File: src/rtl/regmap_bank_rw_pkg.sv
// Shared definitions for the regmap channel register bank.
//   status_addr() : word address of the STATUS register (one past the last channel)
//   acc_t         : access type decoded from the bus write-enable
//   ch_lsb()      : LSB position of a channel inside the packed analog buses
package regmap_pkg;

    typedef enum logic {
        ACC_RD = 1'b0,
        ACC_WR = 1'b1
    } acc_t;

    // STATUS sits directly after the last channel register.
    function automatic int status_addr(input int num_ch);
        return num_ch;
    endfunction

    // Channel k occupies bits [k*width +: width] of the packed analog buses.
    function automatic int ch_lsb(input int ch, input int width);
        return ch * width;
    endfunction

endpackage

File: src/rtl/regmap_bank_rw_if.sv
// SRAM-style regmap bus between the bus master and the channel register bank.
//   req     : access request, at most one per cycle
//   we      : 1 = write, 0 = read (qualified by req)
//   addr    : word address
//   wr_data : write data
//   rd_data : read data, valid with ack
//   ack     : one-cycle response pulse
//   err     : unmapped access, valid with ack
interface regmap_bank_rw_if #(
    parameter int ADDR_WIDTH = 4,
    parameter int DATA_WIDTH = 16
);
    logic                  req;
    logic                  we;
    logic [ADDR_WIDTH-1:0] addr;
    logic [DATA_WIDTH-1:0] wr_data;
    logic [DATA_WIDTH-1:0] rd_data;
    logic                  ack;
    logic                  err;

    modport master (
        output req, we, addr, wr_data,
        input  rd_data, ack, err
    );

    modport slave (
        input  req, we, addr, wr_data,
        output rd_data, ack, err
    );
endinterface

File: src/rtl/regmap_bank_rw_sync_chain.sv
// regmap_sync_chain: plain flop-chain synchronizer for one analog readback word.
// Each bit is synchronized independently; the analog side keeps the word stable
// long enough that bus coherency across bits is not needed.
//   clk_i : clock
//   rst_i : synchronous active-high reset, clears every stage
//   d_i   : asynchronous input word
//   q_o   : last synchronizer stage (SYNC_STAGES cycles of latency)
module regmap_sync_chain #(
    parameter int DATA_WIDTH  = 16,
    parameter int SYNC_STAGES = 2
) (
    input  logic                  clk_i,
    input  logic                  rst_i,
    input  logic [DATA_WIDTH-1:0] d_i,
    output logic [DATA_WIDTH-1:0] q_o
);

    logic [SYNC_STAGES-1:0][DATA_WIDTH-1:0] stage_reg;

    always_ff @(posedge clk_i) begin
        if (rst_i) begin
            stage_reg <= '0;
        end else begin
            stage_reg <= {stage_reg[SYNC_STAGES-2:0], d_i};
        end
    end

    assign q_o = stage_reg[SYNC_STAGES-1];

endmodule

File: src/rtl/regmap_bank_rw.sv
// regmap_bank_rw: NUM_CH-channel register bank between the regmap bus and the
// analog macro. Each channel has a write register driving the analog side and a
// synchronized readback path. Requests are acked one cycle later; unmapped
// addresses return err with read data 0 and discard writes.
// Optional feature macro: CHG_DETECT_EN adds per-channel sticky change flags,
// a W1C STATUS register at address NUM_CH and a change interrupt.
//   clk_i      : clock
//   rst_i      : synchronous active-high reset
//   bus        : regmap bus (slave side)
//   ana_data_i : analog readback, ch k at [k*DATA_WIDTH +: DATA_WIDTH], asynchronous
//   ana_data_o : write registers towards the analog macro, same packing
//   ana_upd_o  : one-cycle pulse per channel written
//   irq_o      : change-detect interrupt (0 without CHG_DETECT_EN)
module regmap_bank_rw
    import regmap_pkg::*;
#(
    parameter int                  DATA_WIDTH  = 16,
    parameter int                  NUM_CH      = 8,
    parameter int                  ADDR_WIDTH  = 4,
    parameter int                  SYNC_STAGES = 2,
    parameter logic [DATA_WIDTH-1:0] RST_VAL   = '0
) (
    input  logic                         clk_i,
    input  logic                         rst_i,
    regmap_bank_rw_if.slave              bus,
    input  logic [NUM_CH*DATA_WIDTH-1:0] ana_data_i,
    output logic [NUM_CH*DATA_WIDTH-1:0] ana_data_o,
    output logic [NUM_CH-1:0]            ana_upd_o,
    output logic                         irq_o
);

    acc_t                  acc;
    logic                  wr_fire;
    logic                  rd_fire;
    logic [NUM_CH-1:0]     ch_sel;
    logic                  status_hit;
    logic                  mapped;
    logic [DATA_WIDTH-1:0] rd_mux;
    logic [DATA_WIDTH-1:0] sync_q [NUM_CH];

    logic                  ack_reg;
    logic                  err_reg;
    logic [DATA_WIDTH-1:0] rd_data_reg;

`ifdef CHG_DETECT_EN
    localparam int STATUS_ADDR = status_addr(NUM_CH);
    localparam int ARM_W       = $clog2(SYNC_STAGES + 2);

    logic [ARM_W-1:0]  arm_cnt_reg;
    logic [NUM_CH-1:0] flag_reg;
    logic [NUM_CH-1:0] flag_next;
    logic [NUM_CH-1:0] set_vec;
    logic [NUM_CH-1:0] clr_vec;
    logic              irq_reg;
`endif

    // ------------------------------------------------------------------
    // Decode
    // ------------------------------------------------------------------
    assign acc     = bus.we ? ACC_WR : ACC_RD;
    assign wr_fire = bus.req && (acc == ACC_WR);
    assign rd_fire = bus.req && (acc == ACC_RD);

`ifdef CHG_DETECT_EN
    assign status_hit = (bus.addr == ADDR_WIDTH'(STATUS_ADDR));
`else
    assign status_hit = 1'b0;
`endif

    assign mapped = (|ch_sel) || status_hit;

    // ------------------------------------------------------------------
    // Per-channel datapath: synchronizer, write register, update pulse
    // ------------------------------------------------------------------
    genvar gi;
    generate
        for (gi = 0; gi < NUM_CH; gi++) begin : g_ch
            logic [DATA_WIDTH-1:0] wr_reg;
            logic                  upd_reg;

            assign ch_sel[gi] = (bus.addr == ADDR_WIDTH'(gi));

            regmap_sync_chain #(
                .DATA_WIDTH  (DATA_WIDTH),
                .SYNC_STAGES (SYNC_STAGES)
            ) u_sync (
                .clk_i (clk_i),
                .rst_i (rst_i),
                .d_i   (ana_data_i[ch_lsb(gi, DATA_WIDTH) +: DATA_WIDTH]),
                .q_o   (sync_q[gi])
            );

            always_ff @(posedge clk_i) begin
                if (rst_i) begin
                    wr_reg  <= RST_VAL;
                    upd_reg <= 1'b0;
                end else begin
                    upd_reg <= wr_fire && ch_sel[gi];
                    if (wr_fire && ch_sel[gi]) begin
                        wr_reg <= bus.wr_data;
                    end
                end
            end

            assign ana_data_o[ch_lsb(gi, DATA_WIDTH) +: DATA_WIDTH] = wr_reg;
            assign ana_upd_o[gi] = upd_reg;

`ifdef CHG_DETECT_EN
            // prev_reg lags the synchronizer output by one cycle; any
            // difference is a change, ignored until the chain has refilled
            // after reset.
            logic [DATA_WIDTH-1:0] prev_reg;

            always_ff @(posedge clk_i) begin
                if (rst_i) begin
                    prev_reg <= '0;
                end else begin
                    prev_reg <= sync_q[gi];
                end
            end

            assign set_vec[gi] = (arm_cnt_reg == '0) && (prev_reg != sync_q[gi]);
`endif
        end
    endgenerate

    // ------------------------------------------------------------------
    // Read mux: channels and STATUS are one-hot by address; unmapped reads 0
    // ------------------------------------------------------------------
    always_comb begin
        rd_mux = '0;
        for (int k = 0; k < NUM_CH; k++) begin
            if (ch_sel[k]) begin
                rd_mux = sync_q[k];
            end
        end
`ifdef CHG_DETECT_EN
        if (status_hit) begin
            rd_mux[NUM_CH-1:0] = flag_reg;
        end
`endif
    end

    // ------------------------------------------------------------------
    // Response pipeline: one-cycle ack; read data held between read acks
    // ------------------------------------------------------------------
    always_ff @(posedge clk_i) begin
        if (rst_i) begin
            ack_reg     <= 1'b0;
            err_reg     <= 1'b0;
            rd_data_reg <= '0;
        end else begin
            ack_reg <= bus.req;
            err_reg <= bus.req && !mapped;
            if (rd_fire) begin
                rd_data_reg <= rd_mux;
            end
        end
    end

    assign bus.ack     = ack_reg;
    assign bus.err     = err_reg;
    assign bus.rd_data = rd_data_reg;

    // ------------------------------------------------------------------
    // Change detect
    // ------------------------------------------------------------------
`ifdef CHG_DETECT_EN
    assign clr_vec   = (wr_fire && status_hit) ? bus.wr_data[NUM_CH-1:0] : '0;
    // Set is ORed in after the clear so a change in the W1C cycle is kept.
    assign flag_next = (flag_reg & ~clr_vec) | set_vec;

    always_ff @(posedge clk_i) begin
        if (rst_i) begin
            arm_cnt_reg <= ARM_W'(SYNC_STAGES + 1);
            flag_reg    <= '0;
            irq_reg     <= 1'b0;
        end else begin
            if (arm_cnt_reg != '0) begin
                arm_cnt_reg <= arm_cnt_reg - ARM_W'(1);
            end
            flag_reg <= flag_next;
            irq_reg  <= |flag_reg;
        end
    end

    assign irq_o = irq_reg;
`else
    assign irq_o = 1'b0;
`endif

endmodule

File: src/flat_wrapper.sv
// flat-port wrapper written by rule: the top's interface ports become plain ports
module regmap_bank_rw_flat import regmap_pkg::*;
#(
    parameter int                  DATA_WIDTH  = 16,
    parameter int                  NUM_CH      = 8,
    parameter int                  ADDR_WIDTH  = 4,
    parameter int                  SYNC_STAGES = 2,
    parameter logic [DATA_WIDTH-1:0] RST_VAL   = '0
)
  (clk_i, rst_i, ana_data_i, ana_data_o, ana_upd_o, irq_o, bus_req, bus_we, bus_addr, bus_wr_data, bus_rd_data, bus_ack, bus_err);
  regmap_bank_rw_if #(.ADDR_WIDTH(ADDR_WIDTH), .DATA_WIDTH(DATA_WIDTH)) bus_i ();
  input  logic clk_i;
  input  logic rst_i;
  input  logic [NUM_CH*DATA_WIDTH-1:0] ana_data_i;
  output logic [NUM_CH*DATA_WIDTH-1:0] ana_data_o;
  output logic [NUM_CH-1:0] ana_upd_o;
  output logic irq_o;
  input wire logic [$bits(bus_i.req)-1:0] bus_req;
  input wire logic [$bits(bus_i.we)-1:0] bus_we;
  input wire logic [$bits(bus_i.addr)-1:0] bus_addr;
  input wire logic [$bits(bus_i.wr_data)-1:0] bus_wr_data;
  output wire logic [$bits(bus_i.rd_data)-1:0] bus_rd_data;
  output wire logic [$bits(bus_i.ack)-1:0] bus_ack;
  output wire logic [$bits(bus_i.err)-1:0] bus_err;
  assign bus_i.req = bus_req;
  assign bus_i.we = bus_we;
  assign bus_i.addr = bus_addr;
  assign bus_i.wr_data = bus_wr_data;
  assign bus_rd_data = bus_i.rd_data;
  assign bus_ack = bus_i.ack;
  assign bus_err = bus_i.err;
  regmap_bank_rw #(.DATA_WIDTH(DATA_WIDTH), .NUM_CH(NUM_CH), .ADDR_WIDTH(ADDR_WIDTH), .SYNC_STAGES(SYNC_STAGES), .RST_VAL(RST_VAL)) u_core (.clk_i(clk_i), .rst_i(rst_i), .bus(bus_i), .ana_data_i(ana_data_i), .ana_data_o(ana_data_o), .ana_upd_o(ana_upd_o), .irq_o(irq_o));
endmodule
File: config.mk
export PLATFORM = sky130hd
export DESIGN_NAME = regmap_bank_rw_flat
export DESIGN_NICKNAME = d
export VERILOG_FILES = /design/src/rtl/regmap_bank_rw_pkg.sv /design/src/rtl/regmap_bank_rw_if.sv /design/src/rtl/regmap_bank_rw_sync_chain.sv /design/src/rtl/regmap_bank_rw.sv /design/src/flat_wrapper.sv
export SDC_FILE = /design/constraint.sdc
export NUM_CORES = 1
export LEC_CHECK = 0
export CAP_MARGIN = 40
export CORE_MARGIN = 4
export CORE_UTILIZATION = 35
export DETAILED_ROUTE_END_ITERATION = 10
export GPL_TIMING_DRIVEN = 0
export RECOVER_POWER = 50
export SYNTH_ARGS = -nofsm -noshare
export SYNTH_HDL_FRONTEND = slang
export SYNTH_SLANG_ARGS = --single-unit
File: constraint.sdc
create_clock -name clk_i -period 1.7 [get_ports clk_i]
set_input_delay 0.425 -clock clk_i [delete_from_list [all_inputs] [get_ports clk_i]]
set_output_delay 0.425 -clock clk_i [all_outputs]
set_load 0.02 [all_outputs]
# Word-level counts from Yosys, hierarchy flattened
# Cells that the tools add are included.
totals:
  wordCells: 66
  register_bits: 410
  input_bits: 152
op_classes:
  bitwise: 1
  eq_ne: 7
  n_reduce_logical: 14
  mux: 9
op_table:
  columns: ["operator", "count"]
  rows:
  - ["$mux W16", 8]
  - ["$eq A4 B3 Y1 const B", 4]
  - ["$logic_and A1 B1 Y1", 11]
  - ["$eq A4 B2 Y1 const B", 2]
  - ["$reduce_or A8 Y1", 1]
  - ["$eq A4 B1 Y1 const B", 1]
  - ["$logic_not A4 Y1", 1]
  - ["$logic_not A1 Y1", 1]
  - ["$mux W1", 1]
  - ["$not A1 Y1", 1]

# Longest topological paths before layout
# Gate-level depths: netlist of run 1.
logic_depth:
  word_depth: 9
  mapped_depth: 8
  ltp_nobuf: 4

# By module
# Synthesis of run 1 repeated with hierarchy kept, for this count alone.
unflattened:
  cells_unflattened: 1456
  hier_area_um2: 14376.3
by_module_without_submodules:
  columns: ["module", "instances", "cells_per_inst", "area_per_inst_um2"]
  rows:
  - ["regmap_sync_chain", 8, 83, 983.4]
  - ["regmap_bank_rw", 1, 792, 6508.7]

# Worst setup path after synthesis of run 1
# No wires, ideal clock.
synth_timing:
  kind: "input to register"
  start: "in bus_addr[0]"
  end: "reg u_core.g_ch[4].wr_reg[10]"
  setup_slack_ns: -0.003
  path_stages: 8
  arrival_ns: 1.570
  t_required_ns: 1.568
  setup_ns: 0.132
  path_cell_list: "buf_2 or2_1 buf_2 or2_1 buf_2 buf_2 nand2_1 a21oi_1"
synth_between:
  elab_chain_cells: 2
synth_lines:
  columns: ["element", "line", "rtl"]
  rows:
  - ["start: declaration", "flat_wrapper.sv:20", "input wire logic [$bits(bus_i.addr)-1:0] bus_addr;"]
  - ["$eq A4 B3 Y1", "regmap_bank_rw.sv:81", "assign ch_sel[gi] = (bus.addr == ADDR_WIDTH'(gi));"]
  - ["$logic_and A1 B1 Y1", "regmap_bank_rw.sv:99", "if (wr_fire && ch_sel[gi]) begin"]
  - ["end signal: assignment", "regmap_bank_rw.sv:100", "wr_reg <= bus.wr_data;"]
  - ["end: declaration", "regmap_bank_rw.sv:78", "logic [DATA_WIDTH-1:0] wr_reg;"]
# Every way passes these cells.
# A chain may end at the register's enable or synchronous reset.

# Worst setup path after layout of run 1
layout_timing:
  start: "reg u_core.g_ch[5].wr_reg[13]"
  end: "out ana_data_o[93]"
layout_rtl:
  columns: ["element", "line", "rtl"]
  rows:
  - ["start: declaration", "regmap_bank_rw.sv:78", null]
  - ["start signal: assignment", "regmap_bank_rw.sv:100", null]
  - ["end: declaration", "flat_wrapper.sv:15", "output logic [NUM_CH*DATA_WIDTH-1:0] ana_data_o;"]
# No word-level cell between the ends.

==> qor.csv, run 1 <==
stage,metric,value,unit
status,status,completed,
finish,areaGrowthSynthToFinish,36.4,%
worst_setup_path,path_buf_inv,1,
global_routing,groute.usage.overall,18.3,%
timing,maxSlewViolCount,0,
worst_setup_path,slowest_stage,dfxtp_1,
pwr,vdd.ir_drop.worst,0.631,mV
clock_network,cts-buffers-inserted,43,
worst_setup_path,slowest_delay,0.35,ns
worst_setup_path,critical_path_class,reg -> out,
worst_setup_path,cp_startpoint_kind,flip-flop,
clock_network,clk_path_buf_depth,3,
timing,finClkSkew,0.0179,ns
timing,final_setup_violation_count,0,
floorplan,core,37800,um2
pwr,p_clk_share,43.8,%
placement,place_congestion,0.830,
timing,rsz_0062_raised_after_global_routing,true,
logic_synthesis,synth_fp_nets,1496,
timing,worst_margin_slew,0.699,ns
clock_network,cts_tree,built,
clock_network,worst_setup_hold_path_clk_slew,0.06,ns
worst_setup_path,maximum_fanout_along_the_worst_path,2,
timing,worst_hold_slack,0.243,ns
logic_synthesis,async_flop_share,0,%
logic_synthesis,synth-edff-count,0,
detailed_routing,average_vias_per_placed_instance,4.52,
global_routing,grt_first_pass_wirelength,58700,um
global_routing,grt_overflow_total,0,
timing,period_needed,1.67,ns
finish,antenna_diode_count,0,
floorplan,floorplan.die_area,41700,um2
detailed_routing,route.final.wire_length,39700,um
clock_network,clock_root_cell,clkbuf_16,
placement,placement.io_buffers,287,
detailed_routing,detailed_router_s_first_iteration_violation_count,637,
pwr,combinationalPowerShare,6.4,%
hold_path,whs_path_depth,3,
timing,fmax,599,MHz
detailed_routing,dr_total_vias,10000,
floorplan,initial_utilization,35.6,%
finish,nets,1833,
worst_setup_path,cp_num_cells,1,
logic_synthesis,syn_area_per_cell,10.0,um2
worst_setup_path,endpoint_kind,output port,
finish,multi_input_comb_area,4820,um2
finish,most_frequent_cells_in_the_layout,"dfxtp_1, nor2b_1, nand2_1",
logic_synthesis,yosys_warnings,0,
pwr,power.leakage,0.00737,uW
worst_setup_path,worst_ep_arrival_time,1.24,ns
pwr,total_switching_power,4420,uW
finish,layout.cells.most_common,dfxtp_1,
detailed_routing,detailedRoute.firstPassIterationCount,5,
pwr,power.share.switching,22.0,%
global_routing,first_global_vias,10200,
worst_setup_path,cpLargestDelayFamily,flip-flops,
hold_path,holdCritPathClass,in -> reg,
detailed_routing,drc,0,
timing,tcrit_tclk_final,98.2,%
floorplan,fp-row-count,71,
finish,regArea,8210,um2
logic_synthesis,synth.ff_latch_count,410,
logic_synthesis,synth.lib_cells_used.distinct,37,
job,maxcap_viol_count,0,
worst_setup_path,r2r_cells,4,
detailed_routing,routedWlPerCell,17.8,um
pwr,power.density,1090,nW/um2
detailed_routing,post_detailed_route_count_of_antenna_violating_nets,0,
timing,timing.setup.tns,0,ns
timing,final-hold-violation-count,0,
floorplan,die_w,204,um
global_routing,grt_max_degree,18,
global_routing,antenna_found_initial,1,
finish,final_layout_size_suffix_gt1_share,12.7,%
logic_synthesis,syn_area,13500,um2
floorplan,die_span_y,204,um
pwr,sequential_cell_fraction_of_total_power,49.8,%
clock_network,cts_hold_buf,0,
worst_setup_path,ordered_list_of_cells_on_the_worst_path,dlygate4sd2_1,
worst_setup_path,timing.critical_path.required,1.27,ns
clock_network,clock_latency,0.54,ns
logic_synthesis,synth-seq-area-share,60.9,%
logic_synthesis,postSynthCellCount,1344,
pwr,intPower,15700,uW
floorplan,boundaryPins,307,
timing,max-slew-margin-rel,53.3,%
clock_network,htreeDepth,2,
finish,final.fill_count,3643,
clock_network,tritoncts_num_sinks,410,
placement,dp_hpwl,29800,um
finish,final_core_utilization,48.6,%
logic_synthesis,synth_ff_type,dfxtp_1,
## cells in the mapped netlist, types with 2 or more instances
cell type  number  area (um2)
a211oi_1       11        82.6
a21oi_1       113         566
a22o_1         11        96.3
a22oi_1        16         120
a2bb2oi_1       5        43.8
and2_1          4        25.0
buf_2          43         215
buf_4          11        82.6
buf_6           2        22.5
clkbuf_1       56         210
clkbuf_2        3        15.0
dfxtp_1       410        8210
mux2_2         11         124
mux2i_1        43         430
mux4_2          5         113
nand2_1       240         901
nand2b_1        5        31.3
nand4_1         2        12.5
nor2_1         27         101
nor2b_1       266        1660
nor3_1          3        15.0
nor3b_2         3        37.5
o21ai_0        25         125
o22ai_1         4        25.0
o2bb2ai_1      12         105
or2_1           2        12.5
## per-stage QoR
| step | cell area, um2 | total power, uW | instances | setup WS [ns] |
|---|---|---|---|---|
| 3_5_place_dp | 17000 | 11500 | 2142 | -1.42 |
| 3_3_place_gp | 17000 | 11500 | 2142 | -1.40 |
| 4_1_cts | 18300 | 20300 | 2219 | 0.000248 |
| 5_1_grt | 18400 | 20900 | 2224 | -0.00108 |
| 6_report | 18400 | 20100 | 2224 | 0.0313 |
| 2_1_floorplan | 13500 | 10800 | 1344 | 0.00604 |
## final cells by class
| type | count | share of cell area [%] |
|---|---|---|
| clock buffers | 64 | 6.83 |
| clock inverters | 13 | 0.476 |
| well taps | 511 | 3.48 |
| multi-input cells | 819 | 26.2 |
| flip-flops and latches | 410 | 44.6 |
| plain buffers | 113 | 3.40 |
| repair buffers | 294 | 15.0 |
## cells by family (layout without fill, tap and decap cells)
family	Yosys count	in the layout	share of synthesized area, %
muxes	59	59	4.95
AOI/OAI and AO/OA	198	198	8.67
DFF	410	410	60.9
and+or+nand+nor	561	561	21.4
other	1	1	0.0278
buffers and inverters	115	484	4.05
## per-layer routing
layer / global-route usage [%] / up-vias / wire, um
li1: - / 5021 / -
met1: 22.7 / 4604 / 16900
met2: 31.5 / 343 / 19000
met3: 4.30 / 77 / 2590
met4: 6.10 / 2 / 1120
met5: 0 / - / 13
## path summary, 6_finish.rpt
path | start | to | slack [ns]
setup reg to reg | u_core.g_ch[0].u_sync.q_o[12]$_SDFF_PP0_ | u_core.bus.rd_data[12]$_SDFFE_PP0P_ | 0.33
hold / removal | bus_wr_data[11] | u_core.g_ch[7].wr_reg[11]$_SDFFE_PP0P_ | 0.24
hold reg to reg | u_core.g_ch[1].u_sync.stage_reg[14]$_SDFF_PP0_ | u_core.g_ch[1].u_sync.q_o[14]$_SDFF_PP0_ | 0.43
setup / recovery | u_core.g_ch[5].wr_reg[13]$_SDFFE_PP0P_ | ana_data_o[93] | 0.03
## worst reg2reg max path, cell delays in order (launching register included)
cell      delay [ns]
dfxtp_1         0.30
mux2_2          0.27
a22o_1          0.20
a211oi_1        0.35
o21ai_1         0.12
## what timing repair did
action | in CTS | in global routing
endpoints found under the setup margin | 441 | 157
pin swaps | 2 | 2
resized for setup | 234 | 90
setup buffers | 2 | 5
## power by group through the flow
| stage | logic [uW] | registers (uW) | clock network (uW) |
|---|---|---|---|
| after detailed placement | 1300 | 10200 | 0 |
| final | 1290 | 10000 | 8800 |
| after floorplan | 598 | 10200 | 0 |
| after global placement | 1300 | 10200 | 0 |
| after CTS | 1300 | 10000 | 8990 |
| after global routing | 1400 | 10000 | 9420 |
Note: power is estimated with default switching activity, not from simulation.
==> inputs of run 2 (changes only) <==
--- a/config.mk
+++ b/config.mk
@@ -8,6 +8,7 @@
 export CAP_MARGIN = 40
 export CORE_MARGIN = 4
 export CORE_UTILIZATION = 35
+export CTS_BUF_LIST = sky130_fd_sc_hd__clkbuf_8
 export DETAILED_ROUTE_END_ITERATION = 10
 export GPL_TIMING_DRIVEN = 0
 export RECOVER_POWER = 50
==> run 2 against run 1 <==
Against the previous run: utilization decreased by 1.1 points; combinational power about the same; maximum frequency rose by 0.43%; global-route usage is 0.19 points higher; die area unchanged; via count up 0.65%; wire length increased by 0.22%; worst hold slack got worse by 0.046 ns; critical path depth is the same.
==> qor.csv, run 2 (same netlist as run 1, synthesis figures left out) <==
stage,metric,value,unit
status,status,completed,
detailed_routing,average_vias_per_placed_instance,4.49,
timing,final-hold-violation-count,0,
detailed_routing,detailed_router_s_first_iteration_violation_count,542,
global_routing,grt_overflow_total,0,
hold_path,worst_hold_path.endpoint,u_core.g_ch[5].wr_reg[15]$_SDFFE_PP0P_,
global_routing,antenna_found_initial,1,
detailed_routing,routedWlPerCell,17.7,um
timing,maxSlewViolCount,0,
floorplan,initial_utilization,35.6,%
clock_network,tritoncts_num_sinks,410,
worst_setup_path,endpoint_kind,output port,
worst_setup_path,worst_ep_arrival_time,1.24,ns
worst_setup_path,critical_path_class,reg -> out,
worst_setup_path,slowest_delay,0.35,ns
worst_setup_path,slowest_stage,dfxtp_1,
timing,fmax,602,MHz
worst_setup_path,r2r_cells,4,
timing,final_setup_violation_count,0,
detailed_routing,drc,0,
global_routing,groute.usage.overall,18.5,%
worst_setup_path,timing.critical_path.required,1.27,ns
detailed_routing,detailedRoute.firstPassIterationCount,5,
timing,period_needed,1.66,ns
pwr,power.leakage,0.00704,uW
placement,placement.io_buffers,287,
finish,layout.cells.most_common,dfxtp_1,
worst_setup_path,timing.rr.end,u_core.bus.rd_data[12]$_SDFFE_PP0P_,
detailed_routing,route.final.wire_length,39700,um
finish,areaGrowthSynthToFinish,33.3,%
timing,worst_hold_slack,0.197,ns
timing,tcrit_tclk_final,97.7,%
worst_setup_path,cp_startpoint_kind,flip-flop,
finish,nets,1849,
worst_setup_path,path_buf_inv,1,
worst_setup_path,cpLargestDelayFamily,flip-flops,
clock_network,worst_setup_hold_path_clk_slew,0.06,ns
clock_network,cts_tree,built,
worst_setup_path,worst-r2r-setup-slack,0.36,ns
worst_setup_path,cp_num_cells,1,
floorplan,floorplan.die_area,41700,um2
timing,rsz_0062_raised_after_global_routing,true,
clock_network,clk_path_buf_depth,3,
clock_network,htreeDepth,3,
hold_path,holdCritPathClass,in -> reg,
worst_setup_path,maximum_fanout_along_the_worst_path,2,
timing,worst_margin_slew,0.621,ns
placement,place_congestion,0.830,
floorplan,die_w,204,um
global_routing,grt_first_pass_wirelength,59100,um
timing,timing.setup.tns,0,ns
job,maxcap_viol_count,0,
finish,most_frequent_cells_in_the_layout,"dfxtp_1, nor2b_1, nand2_1",
pwr,power.density,1070,nW/um2
finish,final_layout_size_suffix_gt1_share,19.1,%
detailed_routing,post_detailed_route_count_of_antenna_violating_nets,0,
worst_setup_path,ordered_list_of_cells_on_the_worst_path,clkdlybuf4s15_1,
finish,final.fill_count,3677,
timing,finClkSkew,0.0135,ns
placement,dp_hpwl,29800,um
floorplan,die_span_y,204,um
worst_setup_path,r2r_start,u_core.g_ch[0].u_sync.q_o[12]$_SDFF_PP0_,
finish,antenna_diode_count,0,
floorplan,boundaryPins,307,
pwr,vdd.ir_drop.worst,0.455,mV
hold_path,timing.hold.worst.start,bus_wr_data[15],
clock_network,cts-buffers-inserted,66,
floorplan,fp-row-count,71,
clock_network,clock_latency,0.58,ns
clock_network,clock_root_cell,clkbuf_8,
detailed_routing,dr_total_vias,10100,
hold_path,whs_path_depth,3,
timing,max-slew-margin-rel,58.5,%
floorplan,core,37800,um2
global_routing,grt_max_degree,17,
global_routing,first_global_vias,10300,
-- run 2: changes by cell type in the layout (fill, tap and decap cells not counted), moves of 32 or more --
cell and change:
buf_2 +34, clkbuf_16 -44, clkbuf_2 +44, clkbuf_8 +74, clkdlybuf4s15_2 +32, dlygate4sd2_1 -87
-- run 2: worst max path at each step --
stage | start | to | slack (ns)
CTS | u_core.g_ch[3].wr_reg[9]$_SDFFE_PP0P_ | ana_data_o[57] | 0.00001
finish | u_core.g_ch[6].wr_reg[9]$_SDFFE_PP0P_ | ana_data_o[105] | 0.04
global route | bus_addr[3] | u_core.bus.rd_data[6]$_SDFFE_PP0P_ | -0.01
global placement | rst_i | u_core.g_ch[3].wr_reg[1]$_SDFFE_PP0P_ | -1.40
floorplan | bus_addr[0] | u_core.g_ch[4].wr_reg[10]$_SDFFE_PP0P_ | 0.006
detailed placement | rst_i | u_core.g_ch[3].wr_reg[1]$_SDFFE_PP0P_ | -1.42
-- run 2: where the power goes --
group          internal (uW)  total, uW  switching [uW]
combinational            620       1280             658
sequential              9930      10000            84.4
clock                   4340       8020            3680
-- run 2: cell type report --
| cell class | instances | area [um2] | area share (%) |
|---|---|---|---|
| Buffer | 111 | 564 | 3.14 |
| Clock buffer | 82 | 1130 | 6.28 |
| Clock inverter | 28 | 135 | 0.752 |
| Multi-Input combinational cell | 819 | 4810 | 26.8 |
| Sequential cell | 410 | 8210 | 45.7 |
| Tap cell | 511 | 639 | 3.56 |
| Timing Repair Buffer | 289 | 2480 | 13.8 |
-- run 2: per-layer routing --
metal / vias up / GRT usage (%) / share of wire [%]
met1: 4602 / 22.7 / 43
met4: 2 / 5.96 / 2.5
li1: 5048 / - / -
met3: 66 / 5.14 / 7.2
met5: - / 0 / 0.033
met2: 394 / 31.6 / 47
-- run 2: stage by stage --
stage / setup slack, ns / std cells / utilization (%) / power [uW] / cell area, um2
final: 0.0385 / 2250 / 47.5 / 19300 / 18000
after global routing: -0.0106 / 2250 / 47.5 / 20200 / 18000
after CTS: 0.0000129 / 2252 / 48.5 / 19600 / 18400
after detailed placement: -1.42 / 2142 / 44.9 / 11500 / 17000
after global placement: -1.40 / 2142 / 44.9 / 11500 / 17000
after floorplan: 0.00604 / 1344 / - / 10800 / 13500
-- run 2: repair_timing --
| item | in CTS | in global routing |
|---|---|---|
| setup endpoints to repair | 368 | 158 |
| hold buffers | 0 | 0 |
| gates resized for setup | 394 | 133 |
| buffers inserted | 2 | 0 |
| pin swaps | 2 | 1 |
